## src/rtl/dallanma_cozum_sirasi.sv

```systemverilog
// dallanma_cozum_sirasi: in-order branch resolution queue that retires predictor updates and issues redirects/squashes.
module dallanma_cozum_sirasi #(
    parameter int DERINLIK = 4,
    parameter int ETK_W = $clog2(DERINLIK)
) (
    input  logic             i_saat,
    input  logic             i_reset,
    input  logic             i_tahmin_gecerli,
    input  logic [31:0]      i_tahmin_buyruk,
    input  logic [31:0]      i_tahmin_adres,
    input  logic             i_tahmin_atlar,
    input  logic [31:0]      i_tahmin_hedef,
    output logic             o_tahmin_hazir,
    output logic [ETK_W-1:0] o_etiket,
    input  logic             i_cozum_gecerli,
    input  logic [ETK_W-1:0] i_cozum_etiket,
    input  logic             i_cozum_atladi,
    input  logic [31:0]      i_cozum_hedef,
    output logic [31:0]      o_eski_buyruk,
    output logic [31:0]      o_eski_buyruk_adresi,
    output logic             o_buyruk_atladi,
    output logic [31:0]      o_atlanan_adres,
    output logic             o_ongoru_yanlis,
    output logic             o_guncelle,
    output logic             o_yonlendir,
    output logic [31:0]      o_yonlendir_adres,
    output logic             o_bos,
    output logic             o_dolu
);
    typedef enum logic [1:0] {BOS, BEKLIYOR, COZULDU} durum_t;
    localparam logic [ETK_W:0] DOLU = (ETK_W+1)'(DERINLIK);

    logic [31:0]      buyruk [DERINLIK];
    logic [31:0]      adres [DERINLIK];
    logic             atlar [DERINLIK];
    logic [31:0]      hedef [DERINLIK];
    durum_t           durum [DERINLIK];
    logic             yanlis [DERINLIK];
    logic             atladi [DERINLIK];
    logic [31:0]      gercek_hedef [DERINLIK];
    logic [ETK_W-1:0] head, tail, off_tag;
    logic [ETK_W:0]   count;
    logic             cozum_ok, cozum_yanlis, squash, alloc, retire;

    assign o_tahmin_hazir = !i_reset && count < DOLU;
    assign o_etiket = tail;
    assign o_bos = count == '0;
    assign o_dolu = count == DOLU;

    always_comb begin
        cozum_ok = i_cozum_gecerli && durum[i_cozum_etiket] == BEKLIYOR;
        cozum_yanlis = (i_cozum_atladi != atlar[i_cozum_etiket]) ||
                       (i_cozum_atladi && i_cozum_hedef != hedef[i_cozum_etiket]);
        squash = cozum_ok && cozum_yanlis;
        alloc = i_tahmin_gecerli && o_tahmin_hazir && !squash;
        retire = durum[head] == COZULDU;
        off_tag = i_cozum_etiket - head;
    end

    always_ff @(posedge i_saat) begin
        if (i_reset) begin
            for (int i = 0; i < DERINLIK; i++) begin
                durum[i] <= BOS;
                buyruk[i] <= '0;
                adres[i] <= '0;
                atlar[i] <= 1'b0;
                hedef[i] <= '0;
                yanlis[i] <= 1'b0;
                atladi[i] <= 1'b0;
                gercek_hedef[i] <= '0;
            end
            head <= '0;
            tail <= '0;
            count <= '0;
            o_guncelle <= 1'b0;
            o_eski_buyruk <= '0;
            o_eski_buyruk_adresi <= '0;
            o_buyruk_atladi <= 1'b0;
            o_atlanan_adres <= '0;
            o_ongoru_yanlis <= 1'b0;
            o_yonlendir <= 1'b0;
            o_yonlendir_adres <= '0;
        end else begin
            // an idle update port carries a zero instruction word so the predictor ignores it
            o_guncelle <= retire;
            o_eski_buyruk <= retire ? buyruk[head] : '0;
            o_eski_buyruk_adresi <= retire ? adres[head] : '0;
            o_buyruk_atladi <= retire && atladi[head];
            o_atlanan_adres <= retire ? gercek_hedef[head] : '0;
            o_ongoru_yanlis <= retire && yanlis[head];
            o_yonlendir <= squash;
            o_yonlendir_adres <= !squash ? '0 :
                                 i_cozum_atladi ? i_cozum_hedef : adres[i_cozum_etiket] + 32'd4;
            if (alloc) begin
                buyruk[tail] <= i_tahmin_buyruk;
                adres[tail] <= i_tahmin_adres;
                atlar[tail] <= i_tahmin_atlar;
                hedef[tail] <= i_tahmin_hedef;
                durum[tail] <= BEKLIYOR;
            end
            if (cozum_ok) begin
                durum[i_cozum_etiket] <= COZULDU;
                yanlis[i_cozum_etiket] <= cozum_yanlis;
                atladi[i_cozum_etiket] <= i_cozum_atladi;
                gercek_hedef[i_cozum_etiket] <= i_cozum_hedef;
            end
            // younger than the mispredicted tag means a larger distance from head, still inside the live window
            for (int i = 0; i < DERINLIK; i++)
                if (squash && ETK_W'(ETK_W'(i) - head) > off_tag &&
                    {1'b0, ETK_W'(ETK_W'(i) - head)} < count)
                    durum[i] <= BOS;
            if (retire)
                durum[head] <= BOS;
            head <= head + ETK_W'(retire);
            tail <= squash ? i_cozum_etiket + ETK_W'(1) : tail + ETK_W'(alloc);
            count <= (squash ? {1'b0, off_tag} + (ETK_W+1)'(1) : count + (ETK_W+1)'(alloc))
                     - (ETK_W+1)'(retire);
        end
    end
endmodule

```

## config.mk

```make
export PLATFORM = sky130hd
export DESIGN_NAME = dallanma_cozum_sirasi
export DESIGN_NICKNAME = d
export VERILOG_FILES = /design/src/rtl/dallanma_cozum_sirasi.sv
export SDC_FILE = /design/constraint.sdc
export NUM_CORES = 1
export LEC_CHECK = 0
export BUFFER_PORTS_ARGS = -buffer_cell sky130_fd_sc_hd__buf_2
export CORE_MARGIN = 2
export CORE_UTILIZATION = 45
export DETAILED_ROUTE_END_ITERATION = 8
export PLACE_DENSITY = 0.66
export SYNTH_ARGS = -nofsm -noshare
export SYNTH_HDL_FRONTEND = slang
export SYNTH_SLANG_ARGS = --single-unit
```

## constraint.sdc

```tcl
create_clock -name i_saat -period 16.67 [get_ports i_saat]
set_input_delay 3.334 -clock i_saat [delete_from_list [all_inputs] [get_ports i_saat]]
set_output_delay 3.334 -clock i_saat [all_outputs]
set_load 0.01 [all_outputs]
```

==> impl_results.md <==
- H-tree Lvls: 3
- Min-delay src: durum[3][0]
- DPL Wire Length: around 48000 um
- Peak Freq: 120 MHz
- Max Slew Vio Count: 0
- Starting density of the core: 0.452
- Clock-pin slew on the worst setup and hold paths: around 0.06 ns
- Post-cts sizing count: 0
- CP max FO: 59
- Final Util: 0.519
- Buffers added on ports: ~270
- Top cell by count, worst path: buf_4
- PwrDens: 115 nW/um2
- Filler cells: 5383
- Via count: ~19000
- Crit Reg-Reg Startpoint: hedef[3][25]
- DIE HEIGHT: 261 um
- CP max-delay cell: buf_4
- Yosys reg bits: 671
- Combined area of the multi-input logic cells: 10100 um2
- Main synth FF type: edfxtp_1
- Placer Congestion: between 0.8 and 0.9
- Critical path depth: 11
- Worst Setup EP: adres[3][11]
- Max Cap Viol: 0
- Rel. slew slack: 0.170
- Least-Margin Pin Slew: 1.25 ns
- Vias in the first global route: ~19000
- IO Pins: 273
- Routed len/inst: ~26 um
- Area share of the largest cell type after synthesis: 0.531
- Mean cell area of the mapped netlist: 14.5 um2
- Final min period: 8.34 ns
- GRT Total Usage: 0.243
- Post-CTS Repair Setup Buffers: 0
- Count of cell types in the netlist: 67
- Post-synth EDFFs: around 520
- Post-Syn Instances: slightly above 2000
- Layout cell share with drive strength beyond 1: 0.257
- Cell Chain, Critical Path: buf_4, buf_4, mux4_1, xnor2_1, nand4_1, a2111oi_2, or4b_4, o21a_1, o41ai_2, buf_4, buf_4
- RSZ-0062 raised after global routing: false
- Final setup viols: 0
- CTS Buffer Depth: 3
- Clock Latency Late Sink: 0.62 ns
- Setup_tns: 0 ns
- Largest net degree at the start of global routing: ~130
- Reg-to-reg endpoint: adres[3][11]
- Reg area: 18700 um2
- Status: completed
- Peak per-stage delay on the critical path: around 0.86 ns
- Final ANT Viol Nets: 0
- Worst setup SP type: input pin
- Reg2Reg Depth: 9
- CP Data Required Time: ~17 ns
- Synth area leaders: edfxtp_1, mux4_2, and3_1, dfxtp_1, and2_1
- FP Rows: 94
- First-pass GRT wire length: 122000 um
- Reg-to-reg slack, setup: 11.93 ns
- Grt ovf: 0
- Vias/cell: 5.91
- Routed WL: 82900 um
- Leakage power: 14.6 nW
- Clock sinks: 671
- Post-synth ARST share: 0
- Yosys warns: 0
- Root buffer cell: clkbuf_16
- Core ar.: 65500 um2
- Crit end category: flop
- Clk_skew: 0.0231 ns
- Buffers & Inverters on Critical Path: 4
- Max VDD drop: around 0.084 mV
- Top cells by count, synth: edfxtp_1, and3_1, mux4_2, dfxtp_1, and2_1
- Die Wd: 261 um
- Tot Pwr: ~3.9 mW
- Nets: 2398
- Worst Path Arrival: 8.57 ns
- CTS Hold Bufs: 0
- Layout area overhead: 14.7%
- CTS tree: done
- Largest area contributor in the synthesized netlist: edfxtp_1
- Residual DRC: 0
- Delay-heaviest family, CP: buffers and inverters
- Most common cell in the synthesized netlist: edfxtp_1
- Initial antenna violation count: 21
- CTS buffer count: 73
- Min-delay worst type: reg2reg
- Synth Cell Area: 29600 um2
- Hold Fails Final Rpt: 0
- Mapped Nets: between 2000 and 2500
- Die area: a little under 70000 um2
- Post-synthesis sequential area ratio: 0.630
- Post-route clock period utilization: 0.500
- Setup CP Type: in2reg
- Drt pass-1 iters: 5
- CP Launch Point: i_cozum_etiket[0]
- Starting DRT DRC Count: between 1500 and 2000
[worst register-to-register path: stages (launching register included)]
cell and delay, ns:
edfxtp_1 0.38, mux4_2 0.53, xor2_1 0.16, nor4_1 0.53, nand2_1 0.17, or2_1 0.33
o21a_1 0.37, o41ai_2 0.33, buf_4 0.57, buf_4 0.92
[logic make-up after synthesis]
kind of cell,after synthesis,share of synthesized area
compound gates,86,0.0190
mux,189,0.129
buf+inv,207,0.0308
fa+ha+maj,25,0.0111
flops,671,0.630
xor+xnor,63,0.0186
simple gates,801,0.161
[state kept, by name, indices dropped and copies added, names as in the netlist, 32 cells and up]
register              cells
o_yonlendir_adres        32
buyruk                  128
o_eski_buyruk            32
o_atlanan_adres          32
hedef                   128
gercek_hedef            128
o_eski_buyruk_adresi     32
adres                   128
[layer usage]
metal  routed length [um]  share of wire  up-vias  GRT usage
met2                39900           0.48      760      0.387
met3                 7080          0.085      141     0.0511
met4                 2280          0.028       24     0.0787
met5                  166         0.0020        -          0
met1                33500           0.40     9628      0.335
li1                     -              -     8170          -
[per-stage QoR]
stage / cells / hold WS, ns / area (um2) / setup slack [ns]
finish: 3168 / 0.486 / 34000 / 8.33
global route: 3160 / 0.513 / 34000 / 7.99
CTS: 3159 / 0.486 / 34000 / 8.26
detailed placement: 3026 / 0.478 / 31600 / 7.64
global placement: 3026 / 0.470 / 31600 / 7.67
floorplan: 2042 / 0.452 / 29600 / 0.673
[worst min path at each step]
stage	end	slack (ns)	cells after the start
finish	durum[3][0]	0.49	2
CTS	durum[3][0]	0.49	2
floorplan	durum[3][0]	0.45	2
detailed placement	durum[3][0]	0.48	2
global placement	durum[3][0]	0.47	2
global route	durum[3][0]	0.51	2
[layout make-up]
type,count,area share
clock buffer,98,0.0605
inverter,27,0.00298
tap,864,0.0318
antenna,9,0.000663
sequential,671,0.550
timing repair buffer,300,0.0464
multi-input combinational,1164,0.298
clock inverter,35,0.00954
[power by group]
part | switching (mW) | internal [mW] | total [mW] | leakage, nW
clock network | 0.679 | 0.936 | 1.61 | 1.17
registers | 0.0316 | 1.90 | 1.93 | 6.63
logic | 0.228 | 0.127 | 0.354 | 6.77
[placed cells by master (no fill, tap or decap), drive strengths merged, types with 3 or more instances in the layout]
master and n:
edfxtp 524, and3 494, buf 300, mux4 153
dfxtp 147, and2 138, clkbuf 98, nor2 68
mux2i 35, xor2 34, a21oi 33, nand2 33
inv 32, xnor2 29, ha 23, clkinv 23
nor3 17, o21ai 12, nor2b 11, diode 9
nand3 9, nand4 8, o211ai 7, nor4 5
a22oi 4, nor3b 4, bufinv 4, or2 4
a21boi 4, a311oi 3, clkinvlp 3, a31oi 3
Power figures use the tool's default switching activity.
